===== config.mk =====
export PLATFORM = sky130hd
export DESIGN_NAME = multicycle_ctrl_flat
export DESIGN_NICKNAME = d
export VERILOG_FILES = /design/src/rtl/multicycle_ctrl_pkg.sv /design/src/rtl/multicycle_ctrl_if.sv /design/src/rtl/multicycle_ctrl_decode.sv /design/src/rtl/multicycle_ctrl.sv /design/src/flat_wrapper.sv
export SDC_FILE = /design/constraint.sdc
export NUM_CORES = 1
export LEC_CHECK = 0
export ABC_AREA = 0
export CAP_MARGIN = 20
export CORE_MARGIN = 5
export CORE_UTILIZATION = 38
export CTS_BUF_LIST = sky130_fd_sc_hd__clkbuf_4
export CTS_CLUSTER_DIAMETER = 150
export DETAILED_ROUTE_END_ITERATION = 7
export PLACE_DENSITY = 0.71
export SLEW_MARGIN = 5
export SYNTH_ARGS = -nofsm -noshare
export SYNTH_HDL_FRONTEND = slang
export SYNTH_SLANG_ARGS = --single-unit

===== constraint.sdc =====
create_clock -name clk -period 2.09 [get_ports clk]
set_clock_uncertainty 0.2 [all_clocks]
set_input_delay 0.418 -clock clk [delete_from_list [all_inputs] [get_ports clk]]
set_output_delay 0.418 -clock clk [all_outputs]
set_load 0.1 [all_outputs]

===== src/rtl/multicycle_ctrl_pkg.sv =====
// multicycle_ctrl_pkg: shared state, class, opcode and select encodings for the multi-cycle RV32I controller
package multicycle_ctrl_pkg;
  typedef enum logic [2:0] {S_FETCH, S_DECODE, S_EXEC, S_MEM, S_WB, S_TRAP} state_t;
  typedef enum logic [3:0] {C_OP, C_OPIMM, C_LOAD, C_STORE, C_BRANCH, C_JAL, C_JALR, C_LUI, C_AUIPC} cls_t;
  localparam logic [6:0] OPC_OP     = 7'b0110011;
  localparam logic [6:0] OPC_OPIMM  = 7'b0010011;
  localparam logic [6:0] OPC_LOAD   = 7'b0000011;
  localparam logic [6:0] OPC_STORE  = 7'b0100011;
  localparam logic [6:0] OPC_BRANCH = 7'b1100011;
  localparam logic [6:0] OPC_JAL    = 7'b1101111;
  localparam logic [6:0] OPC_JALR   = 7'b1100111;
  localparam logic [6:0] OPC_LUI    = 7'b0110111;
  localparam logic [6:0] OPC_AUIPC  = 7'b0010111;
  localparam logic [2:0] EXT_I = 3'd0;
  localparam logic [2:0] EXT_U = 3'd1;
  localparam logic [2:0] EXT_S = 3'd2;
  localparam logic [2:0] EXT_B = 3'd3;
  localparam logic [2:0] EXT_J = 3'd4;
  localparam logic [1:0] PC_PLUS4 = 2'd0;
  localparam logic [1:0] PC_IMM   = 2'd1;
  localparam logic [1:0] PC_JALR  = 2'd2;
  localparam logic [1:0] WB_ALU = 2'd0;
  localparam logic [1:0] WB_MEM = 2'd1;
  localparam logic [1:0] WB_PC4 = 2'd2;
  localparam logic [1:0] CAUSE_NONE    = 2'd0;
  localparam logic [1:0] CAUSE_ILLEGAL = 2'd1;
  localparam logic [1:0] CAUSE_IMEM    = 2'd2;
  localparam logic [1:0] CAUSE_DMEM    = 2'd3;
endpackage


===== src/rtl/multicycle_ctrl_if.sv =====
// multicycle_ctrl_if: controller-to-datapath/memory signal bundle
interface multicycle_ctrl_if;
  logic [31:0] instr;
  logic        branch_taken, imem_ready, dmem_ready;
  logic        imem_req, ir_we, pc_we;
  logic [1:0]  pc_src;
  logic [2:0]  ext_op;
  logic        alu_a_sel, alu_b_sel, dmem_req, dmem_we, reg_we;
  logic [1:0]  wb_sel;
  logic        retire, trap;
  logic [1:0]  trap_cause;
  modport master (
    input  instr, branch_taken, imem_ready, dmem_ready,
    output imem_req, ir_we, pc_we, pc_src, ext_op, alu_a_sel, alu_b_sel,
           dmem_req, dmem_we, reg_we, wb_sel, retire, trap, trap_cause
  );
  modport slave (
    output instr, branch_taken, imem_ready, dmem_ready,
    input  imem_req, ir_we, pc_we, pc_src, ext_op, alu_a_sel, alu_b_sel,
           dmem_req, dmem_we, reg_we, wb_sel, retire, trap, trap_cause
  );
endinterface


===== src/rtl/multicycle_ctrl_decode.sv =====
// multicycle_ctrl_decode: opcode to instruction class, immediate format and illegal flag
module multicycle_ctrl_decode
  import multicycle_ctrl_pkg::*;
(
  input  logic [6:0] opcode_i,
  output cls_t       cls_o,
  output logic [2:0] ext_op_o,
  output logic       illegal_o
);
  always_comb begin
    cls_o = C_OP;
    ext_op_o = EXT_I;
    illegal_o = 1'b0;
    case (opcode_i)
      OPC_OP:     cls_o = C_OP;
      OPC_OPIMM:  cls_o = C_OPIMM;
      OPC_LOAD:   cls_o = C_LOAD;
      OPC_JALR:   cls_o = C_JALR;
      OPC_LUI:    begin cls_o = C_LUI;    ext_op_o = EXT_U; end
      OPC_AUIPC:  begin cls_o = C_AUIPC;  ext_op_o = EXT_U; end
      OPC_STORE:  begin cls_o = C_STORE;  ext_op_o = EXT_S; end
      OPC_BRANCH: begin cls_o = C_BRANCH; ext_op_o = EXT_B; end
      OPC_JAL:    begin cls_o = C_JAL;    ext_op_o = EXT_J; end
      default:    illegal_o = 1'b1;
    endcase
  end
endmodule


===== src/rtl/multicycle_ctrl.sv =====
// multicycle_ctrl: fetch/decode/exec/mem/wb sequencer with memory-wait timeout trap
module multicycle_ctrl
  import multicycle_ctrl_pkg::*;
#(
  parameter int TIMEOUT_CYCLES = 255,
  parameter int CNT_W = 8
) (
  input logic clk,
  input logic rst_n,
  multicycle_ctrl_if.master bus
);
  state_t           state_q, state_d;
  cls_t             cls_q, cls_d, dec_cls;
  logic [2:0]       ext_q, ext_d, dec_ext;
  logic [1:0]       cause_q, cause_d;
  logic [CNT_W-1:0] cnt_q, cnt_d, cnt_inc;
  logic             dec_ill, timeout, br, st, unused_instr;
  multicycle_ctrl_decode u_dec (
    .opcode_i  (bus.instr[6:0]),
    .cls_o     (dec_cls),
    .ext_op_o  (dec_ext),
    .illegal_o (dec_ill)
  );
  assign unused_instr = ^bus.instr[31:7];
  assign cnt_inc = (&cnt_q) ? cnt_q : cnt_q + CNT_W'(1);
  assign timeout = cnt_inc >= CNT_W'(TIMEOUT_CYCLES);
  assign br = cls_q == C_BRANCH;
  assign st = cls_q == C_STORE;
  always_ff @(posedge clk) begin
    if (!rst_n) begin
      state_q <= S_FETCH;
      cls_q <= C_OP;
      ext_q <= EXT_I;
      cause_q <= CAUSE_NONE;
      cnt_q <= '0;
    end else begin
      state_q <= state_d;
      cls_q <= cls_d;
      ext_q <= ext_d;
      cause_q <= cause_d;
      cnt_q <= cnt_d;
    end
  end
  // Outputs are forced quiet while rst_n is low so a reset abandons any request immediately.
  always_comb begin
    state_d = state_q;
    cls_d = cls_q;
    ext_d = ext_q;
    cause_d = cause_q;
    cnt_d = '0;
    bus.imem_req = 1'b0;
    bus.ir_we = 1'b0;
    bus.pc_we = 1'b0;
    bus.pc_src = PC_PLUS4;
    bus.ext_op = EXT_I;
    bus.alu_a_sel = 1'b0;
    bus.alu_b_sel = 1'b0;
    bus.dmem_req = 1'b0;
    bus.dmem_we = 1'b0;
    bus.reg_we = 1'b0;
    bus.wb_sel = WB_ALU;
    bus.retire = 1'b0;
    bus.trap = 1'b0;
    bus.trap_cause = CAUSE_NONE;
    if (rst_n) begin
      bus.ext_op = ext_q;
      bus.trap_cause = cause_q;
      case (state_q)
        S_FETCH: begin
          bus.imem_req = 1'b1;
          bus.ir_we = bus.imem_ready;
          cnt_d = bus.imem_ready ? '0 : cnt_inc;
          state_d = bus.imem_ready ? S_DECODE : timeout ? S_TRAP : S_FETCH;
          cause_d = (!bus.imem_ready && timeout) ? CAUSE_IMEM : cause_q;
        end
        S_DECODE: begin
          cls_d = dec_cls;
          ext_d = dec_ext;
          state_d = dec_ill ? S_TRAP : S_EXEC;
          cause_d = dec_ill ? CAUSE_ILLEGAL : cause_q;
        end
        S_EXEC: begin
          bus.alu_a_sel = cls_q inside {C_AUIPC, C_BRANCH, C_JAL};
          bus.alu_b_sel = !(cls_q inside {C_OP, C_BRANCH});
          bus.pc_we = br;
          bus.retire = br;
          bus.pc_src = (br && bus.branch_taken) ? PC_IMM : PC_PLUS4;
          state_d = br ? S_FETCH : (cls_q inside {C_LOAD, C_STORE}) ? S_MEM : S_WB;
        end
        S_MEM: begin
          bus.dmem_req = 1'b1;
          bus.dmem_we = st;
          bus.pc_we = bus.dmem_ready && st;
          bus.retire = bus.dmem_ready && st;
          cnt_d = bus.dmem_ready ? '0 : cnt_inc;
          state_d = bus.dmem_ready ? (st ? S_FETCH : S_WB) : timeout ? S_TRAP : S_MEM;
          cause_d = (!bus.dmem_ready && timeout) ? CAUSE_DMEM : cause_q;
        end
        S_WB: begin
          bus.reg_we = 1'b1;
          bus.pc_we = 1'b1;
          bus.retire = 1'b1;
          bus.wb_sel = (cls_q == C_LOAD) ? WB_MEM : (cls_q inside {C_JAL, C_JALR}) ? WB_PC4 : WB_ALU;
          bus.pc_src = (cls_q == C_JAL) ? PC_IMM : (cls_q == C_JALR) ? PC_JALR : PC_PLUS4;
          state_d = S_FETCH;
        end
        S_TRAP: bus.trap = 1'b1;
        default: state_d = S_FETCH;
      endcase
    end
  end
endmodule


===== src/flat_wrapper.sv =====
// flat-port wrapper written by rule: the top's interface ports become plain ports
module multicycle_ctrl_flat import multicycle_ctrl_pkg::*;
#(
  parameter int TIMEOUT_CYCLES = 255,
  parameter int CNT_W = 8
)
  (clk, rst_n, bus_instr, bus_branch_taken, bus_imem_ready, bus_dmem_ready, bus_imem_req, bus_ir_we, bus_pc_we, bus_pc_src, bus_ext_op, bus_alu_a_sel, bus_alu_b_sel, bus_dmem_req, bus_dmem_we, bus_reg_we, bus_wb_sel, bus_retire, bus_trap, bus_trap_cause);
  multicycle_ctrl_if bus_i ();
  input logic clk;
  input logic rst_n;
  input wire logic [$bits(bus_i.instr)-1:0] bus_instr;
  input wire logic [$bits(bus_i.branch_taken)-1:0] bus_branch_taken;
  input wire logic [$bits(bus_i.imem_ready)-1:0] bus_imem_ready;
  input wire logic [$bits(bus_i.dmem_ready)-1:0] bus_dmem_ready;
  output wire logic [$bits(bus_i.imem_req)-1:0] bus_imem_req;
  output wire logic [$bits(bus_i.ir_we)-1:0] bus_ir_we;
  output wire logic [$bits(bus_i.pc_we)-1:0] bus_pc_we;
  output wire logic [$bits(bus_i.pc_src)-1:0] bus_pc_src;
  output wire logic [$bits(bus_i.ext_op)-1:0] bus_ext_op;
  output wire logic [$bits(bus_i.alu_a_sel)-1:0] bus_alu_a_sel;
  output wire logic [$bits(bus_i.alu_b_sel)-1:0] bus_alu_b_sel;
  output wire logic [$bits(bus_i.dmem_req)-1:0] bus_dmem_req;
  output wire logic [$bits(bus_i.dmem_we)-1:0] bus_dmem_we;
  output wire logic [$bits(bus_i.reg_we)-1:0] bus_reg_we;
  output wire logic [$bits(bus_i.wb_sel)-1:0] bus_wb_sel;
  output wire logic [$bits(bus_i.retire)-1:0] bus_retire;
  output wire logic [$bits(bus_i.trap)-1:0] bus_trap;
  output wire logic [$bits(bus_i.trap_cause)-1:0] bus_trap_cause;
  assign bus_i.instr = bus_instr;
  assign bus_i.branch_taken = bus_branch_taken;
  assign bus_i.imem_ready = bus_imem_ready;
  assign bus_i.dmem_ready = bus_dmem_ready;
  assign bus_imem_req = bus_i.imem_req;
  assign bus_ir_we = bus_i.ir_we;
  assign bus_pc_we = bus_i.pc_we;
  assign bus_pc_src = bus_i.pc_src;
  assign bus_ext_op = bus_i.ext_op;
  assign bus_alu_a_sel = bus_i.alu_a_sel;
  assign bus_alu_b_sel = bus_i.alu_b_sel;
  assign bus_dmem_req = bus_i.dmem_req;
  assign bus_dmem_we = bus_i.dmem_we;
  assign bus_reg_we = bus_i.reg_we;
  assign bus_wb_sel = bus_i.wb_sel;
  assign bus_retire = bus_i.retire;
  assign bus_trap = bus_i.trap;
  assign bus_trap_cause = bus_i.trap_cause;
  multicycle_ctrl #(.TIMEOUT_CYCLES(TIMEOUT_CYCLES), .CNT_W(CNT_W)) u_core (.clk(clk), .rst_n(rst_n), .bus(bus_i));
endmodule

**Word-level counts from Yosys, hierarchy flattened**

Index checks and enable logic that the tools add are counted.

- Bits of input ports: 37
- Flip-flop bits (word level): 20

- Mux-type cells: 48
- Equal/unequal tests: 23
- Order comparisons: 1
- Add/sub/neg operators: 1
- Reduce and logical (&&, ||, !) cells: 18

Operators by type and width:

| kind | count |
|---|---|
| 4-bit case mux with 8 select lines | 1 |
| 3-bit two-way mux | 9 |
| 8-bit two-way mux | 3 |
| 2-bit two-way mux | 11 |
| 7-bit by 6-bit == test with 1-bit output (second input constant) | 3 |
| 7-bit == test (second input constant) | 3 |
| 1-bit two-way mux | 18 |
| 8-bit case mux with 2 select lines | 1 |
| 3-bit case mux with 5 select lines | 1 |
| 7-bit by 5-bit == test with 1-bit output (second input constant) | 2 |
| 4-bit by 3-bit == test with 1-bit output (second input constant) | 3 |
| 3-bit case mux with 4 select lines | 1 |
| 9-bit OR reduction | 1 |
| 8-bit by 1-bit adder with 8-bit output (second input constant) | 1 |
| 4-bit by 2-bit == test with 1-bit output (second input constant) | 2 |
| 8-bit >= comparator (second input constant) | 1 |
| 8-bit AND reduction | 1 |
| 7-bit by 2-bit == test with 1-bit output (second input constant) | 1 |
| 3-bit by 2-bit == test with 1-bit output (second input constant) | 2 |
| 3-bit == test (second input constant) | 2 |
| 2-bit case mux with 3 select lines | 1 |
| 2-bit nonzero test | 3 |
| 3-bit nonzero test | 2 |
| 4-bit == test (second input constant) | 1 |
| 11 further kinds | 17 |

**Depth between registers and ports, before layout**

- Depth in word-level cells: 6
- Gate-level depth with buffers: 8
- Mapped depth without buffers: 7

**Hierarchy**

Synthesis repeated with hierarchy kept, for this count alone.

- Cells, all modules: 217
- Area total of the unflattened synthesis: 1567.8 um2

By module, submodules not included:

| module | sequential area each (um2) | times used | cells each | area each (um2) |
|---|---|---|---|---|
| multicycle_ctrl | 400.4 | 1 | 187 | 1328.8 |
| multicycle_ctrl_decode | 0.0 | 1 | 30 | 239.0 |

**Worst setup path before layout**

No wires, ideal clock.

- Kind: reg-to-output
- Start: register u_core.state_q[1]
- End: output port bus_retire
- Setup slack: -2481 ps
- Path buffers: 2
- Stages on the path, launching flop included: 7
- Data arrival time: 3953 ps
- Cell sequence: dfxtp_1 -> clkbuf_1 -> nor3b_1 -> nor3b_1 -> a31oi_1 -> o21ai_0 -> buf_4

- Word-level cells in the longest chain between the ends: 3
- Elaborated cells on any way between the ends: 5

Ends and longest elaborated chain:

| item | line | RTL |
|---|---|---|
| start: declaration | multicycle_ctrl.sv:12 | `state_t state_q, state_d;` |
| start signal: assignment | multicycle_ctrl.sv:37 | `state_q <= state_d;` |
| 3-bit == test / 3-bit by 2-bit == test with 1-bit output (equally long branches) | -- |  |
| 1-bit case mux with 3 select lines * | -- |  |
| 1-bit two-way mux * | -- |  |
| end: declaration | flat_wrapper.sv:26 | `output wire logic [$bits(bus_i.retire)-1:0] bus_retire;` |

Every way passes the cells marked *; elsewhere a longest branch is shown, timed or not.

**Final worst setup path**

- Start: register u_core.state_q[2]
- End: output port bus_wb_sel[0]

- Word-level cells in the longest chain between the ends: 3

Ends and longest elaborated chain:

| item | line | RTL |
|---|---|---|
| 3-bit == test | multicycle_ctrl.sv:68 | `case (state_q)` |
| 2-bit two-way mux | multicycle_ctrl.sv:68 |  |
| 2-bit two-way mux | multicycle_ctrl.sv:65 | `if (rst_n) begin` |
| end: declaration | flat_wrapper.sv:25 | `output wire logic [$bits(bus_i.wb_sel)-1:0] bus_wb_sel;` |

No other way between the ends.

==> results by group <==
Critical path
  – Worst Path Arrival: 1.72 ns
  – Cell family with most CP delay: simple AND/OR/NAND/NOR gates
  – CP peak stage delay: 0.41 ns
  – Crit Path Class: flop to output port
  – Worst path cell trace: nand2_4 > or3_4 > nor4_4 > buf_12
  – Worst EP required: 1.47 ns
  – Startpoint types: flop
  – Crit path capture type: output port
  – Max stage delay cell, worst path: dfxtp_4
  – Crit Path Max Fanout: 5
  – CP bufs+invs: 1

Logic synthesis
  – EDFF count, synth: 0
  – Syn Area/Cell: 7.17 sq um
  – Seq/Total Area, Yosys: 27.5%
  – Netlist cell types: 50
  – Post-synth top area share: 27.5%
  – Most frequent cell after synthesis: nor2_1
  – Ranking of synthesized cells by area: dfxtp_1 27%, nor2_1 7.0%, nor3_1 4.8%, nand2_1 4.6%, a21oi_1 3.8%
  – Synth Register Bits: 20
  – Ys async rst share: 0%
  – Cells after synthesis: 203
  – Syn Nets: 241
  – Netlist Area Pre-Place: 1460 sq um
  – Yosys warns: 0
  – Synth cell count leaders: 27 x nor2_1, 20 x dfxtp_1, 18 x nand2_1
  – Largest area contributor in the netlist: dfxtp_1
  – Top FF cell, synth: dfxtp_1

STA
  – RSZ-0062 raised after global routing: true
  – Worst relative slew slack: 75.4%
  – Tightest Pin Transition: 0.366 ns
  – Worst setup margin: -0.248 ns
  – Period Utilization, post-route: 112%
  – Achievable Freq: 428 MHz
  – Setup violations, final: 10
  – Final hold vios: 0
  – Max Transition Viols Final: 0
  – Min Tclk post-route: 2.34 ns

Final layout
  – Fill cell count: 262
  – Non-Filler Instances: 329
  – # diodes: 0
  – Post-Layout Inst Area: 2720 sq um
  – Fraction of layout cells with a size suffix above 1: 47.0%
  – Final Core Density: 73.8%
  – Final Net Count: 320
  – Area Overhead vs Synth: 86.9%

Floorplanning
  – Die Ht: 71.9 um
  – DIE AREA: 5170 sq um
  – Core ar.: 3690 sq um
  – DIE WIDTH: 71.9 um
  – Initial Utilization: 39.5%
  – I/O pin total: 56
  – # rows: 22

CTS
  – Num CTS Buffers: 3
  – Cts hold-fix bufs: 0
  – Clk Latency, worst-skew pair: 0.32 ns
  – Clock Root Buffer: clkbuf_4
  – CTS Sinks: 20
  – Htree depth: 1
  – TritonCTS clock tree: yes
  – Reg clk slew, reported paths: 0.12 ns
  – Clock tree buffer depth: 2

GRT
  – Total congestion overflow: 0
  – GRT Resource Usage Total: 18.9%
  – Vias in the first global route: 1694
  – First-pass GRT wire length: 7850 um
  – Largest net degree at the start of global routing: 14
  – Initial antenna violation count: 0

Routing
  – Vias: 1774
  – DRT iter0 DRCs: 105
  – DR WL/cell: 14.7 um
  – Routed Antenna Nets: 0
  – DRC violations left: 0
  – Aggregate routed wire length: 4850 um
  – DR pass1 iterations: 4
  – Vias per cell: 5.39

Placed design
  – Port Buffer Count: 30
  – Placed Cells: 320
  – DP Wirelength: 3460 um
  – Placed cell area: 2480 sq um
  – Routability Congestion: 0.878

Flow run
  – Max cap viols: 0

Power and ir drop
  – Maximum vdd drop: 0.389 mV
  – Total power per unit cell area: 451 nW/um^2
  – Leak Pwr: 0.00112 uW

Hold path
  – Min-delay worst type: flop to flop

Run status
  – Failing checks: negative setup slack
  – Outcome: finished, violations left
==> sequential cells by signal (all words and copies together), names as in the netlist <==
name            flops
u_core.ext_q        3
u_core.cnt_q        8
u_core.cause_q      2
u_core.state_q      3
u_core.cls_q        4
==> timing repair <==
item	in CTS	in global routing
endpoints found under the setup margin	22	16
gates cloned	0	0
resized for setup	25	30
pin swaps	8	11
buffers inserted	5	1
==> cell type report <==
cell class	instances	area, sq um	area share (%)
multi-input cells	167	1250	45.8
inverters	4	22.5	0.828
clock buffers	3	22.5	0.828
flip-flops and latches	20	425	15.6
well taps	48	60.1	2.21
repair buffers	86	940	34.5
clock inverters	1	3.75	0.138
==> power breakdown <==
group / switching, uW / internal [uW] / total (uW) / leakage (uW)
Combinational: 323 / 267 / 590 / 0.000936
Clock: 137 / 70.2 / 207 / 0.0000154
Sequential: 28.2 / 403 / 431 / 0.000168
==> metal layers <==
layer / track usage (%) / vias to the layer above / wire (um)
met5: 0 / - / 0
met4: 6.26 / 0 / 78
met1: 23.9 / 822 / 2120
met2: 33.1 / 47 / 2410
li1: - / 898 / -
met3: 2.22 / 7 / 239
==> final timing paths <==
| check | from | depth (start not counted) | slack, ns | to |
|---|---|---|---|---|
| max | u_core.state_q[2]$_SDFFE_PN0P_ | 4 | -0.25 | bus_wb_sel[0] |
| min | u_core.cause_q[1]$_SDFFE_PN0P_ | 2 | 0.31 | u_core.cause_q[1]$_SDFFE_PN0P_ |
| max reg2reg | u_core.cnt_q[4]$_SDFF_PN0_ | 7 | 0.04 | u_core.cause_q[0]$_SDFFE_PN0P_ |
| min reg2reg | u_core.cause_q[1]$_SDFFE_PN0P_ | 2 | 0.31 | u_core.cause_q[1]$_SDFFE_PN0P_ |
==> worst reg2reg max path, cell delays in order (launching register included) <==
cell	delay, ns
dfxtp_1	0.42
nand3_1	0.14
or4_1	0.53
and3_4	0.19
nor4_4	0.15
buf_4	0.15
o21ai_1	0.06
a21oi_2	0.14
==> placed cells by master, fill, tap and decap left out, types with 3 or more instances in the layout <==
cell type,netlist,routed
dlymetal6s2s_1,0,4
a21oi_1,11,8
nand2_1,18,15
nor4_4,1,3
and2_1,6,5
nand4_1,4,4
nor2_1,27,24
a22oi_1,3,3
dfxtp_4,0,5
a21oi_2,1,3
buf_12,0,19
a32oi_1,3,3
nand2_4,0,4
nor3b_2,0,4
dfxtp_2,0,5
a31oi_1,4,3
and3_1,5,3
o21ai_0,11,10
nor2_4,0,3
nor3_1,14,11
nand3_1,6,5
clkbuf_4,0,3
xor2_1,3,3
buf_6,0,6
and3_4,1,3
nor3_4,0,3
dfxtp_1,20,10
nand2b_1,8,6
clkdlybuf4s50_1,0,5
buf_4,3,51
==> cell families (layout without fill, tap and decap cells) <==
logic type	count (synthesis)	after routing	synth area share [%]
flip-flops	20	20	27.5
buffers and inverters	16	94	5.15
AND/OR/NAND/NOR	114	114	43.0
AO/OA/AOI/OAI	48	48	21.0
multiplexers	1	1	0.687
adder cells (fa/ha/maj)	1	1	0.859
XOR/XNOR	3	3	1.80
==> per-stage QoR <==
stage               TNS (ns)  setup slack, ns  total power (uW)  hold slack, ns
floorplan              -4.92           -0.536               733           0.246
global placement       -7.44           -0.514               948           0.281
detailed placement     -7.98           -0.533               955           0.288
CTS                    -1.71           -0.250              1200           0.313
global route           -2.27           -0.303              1280           0.335
finish                 -1.64           -0.248              1230           0.314
No activity file was read; power rests on OpenSTA's default activity.
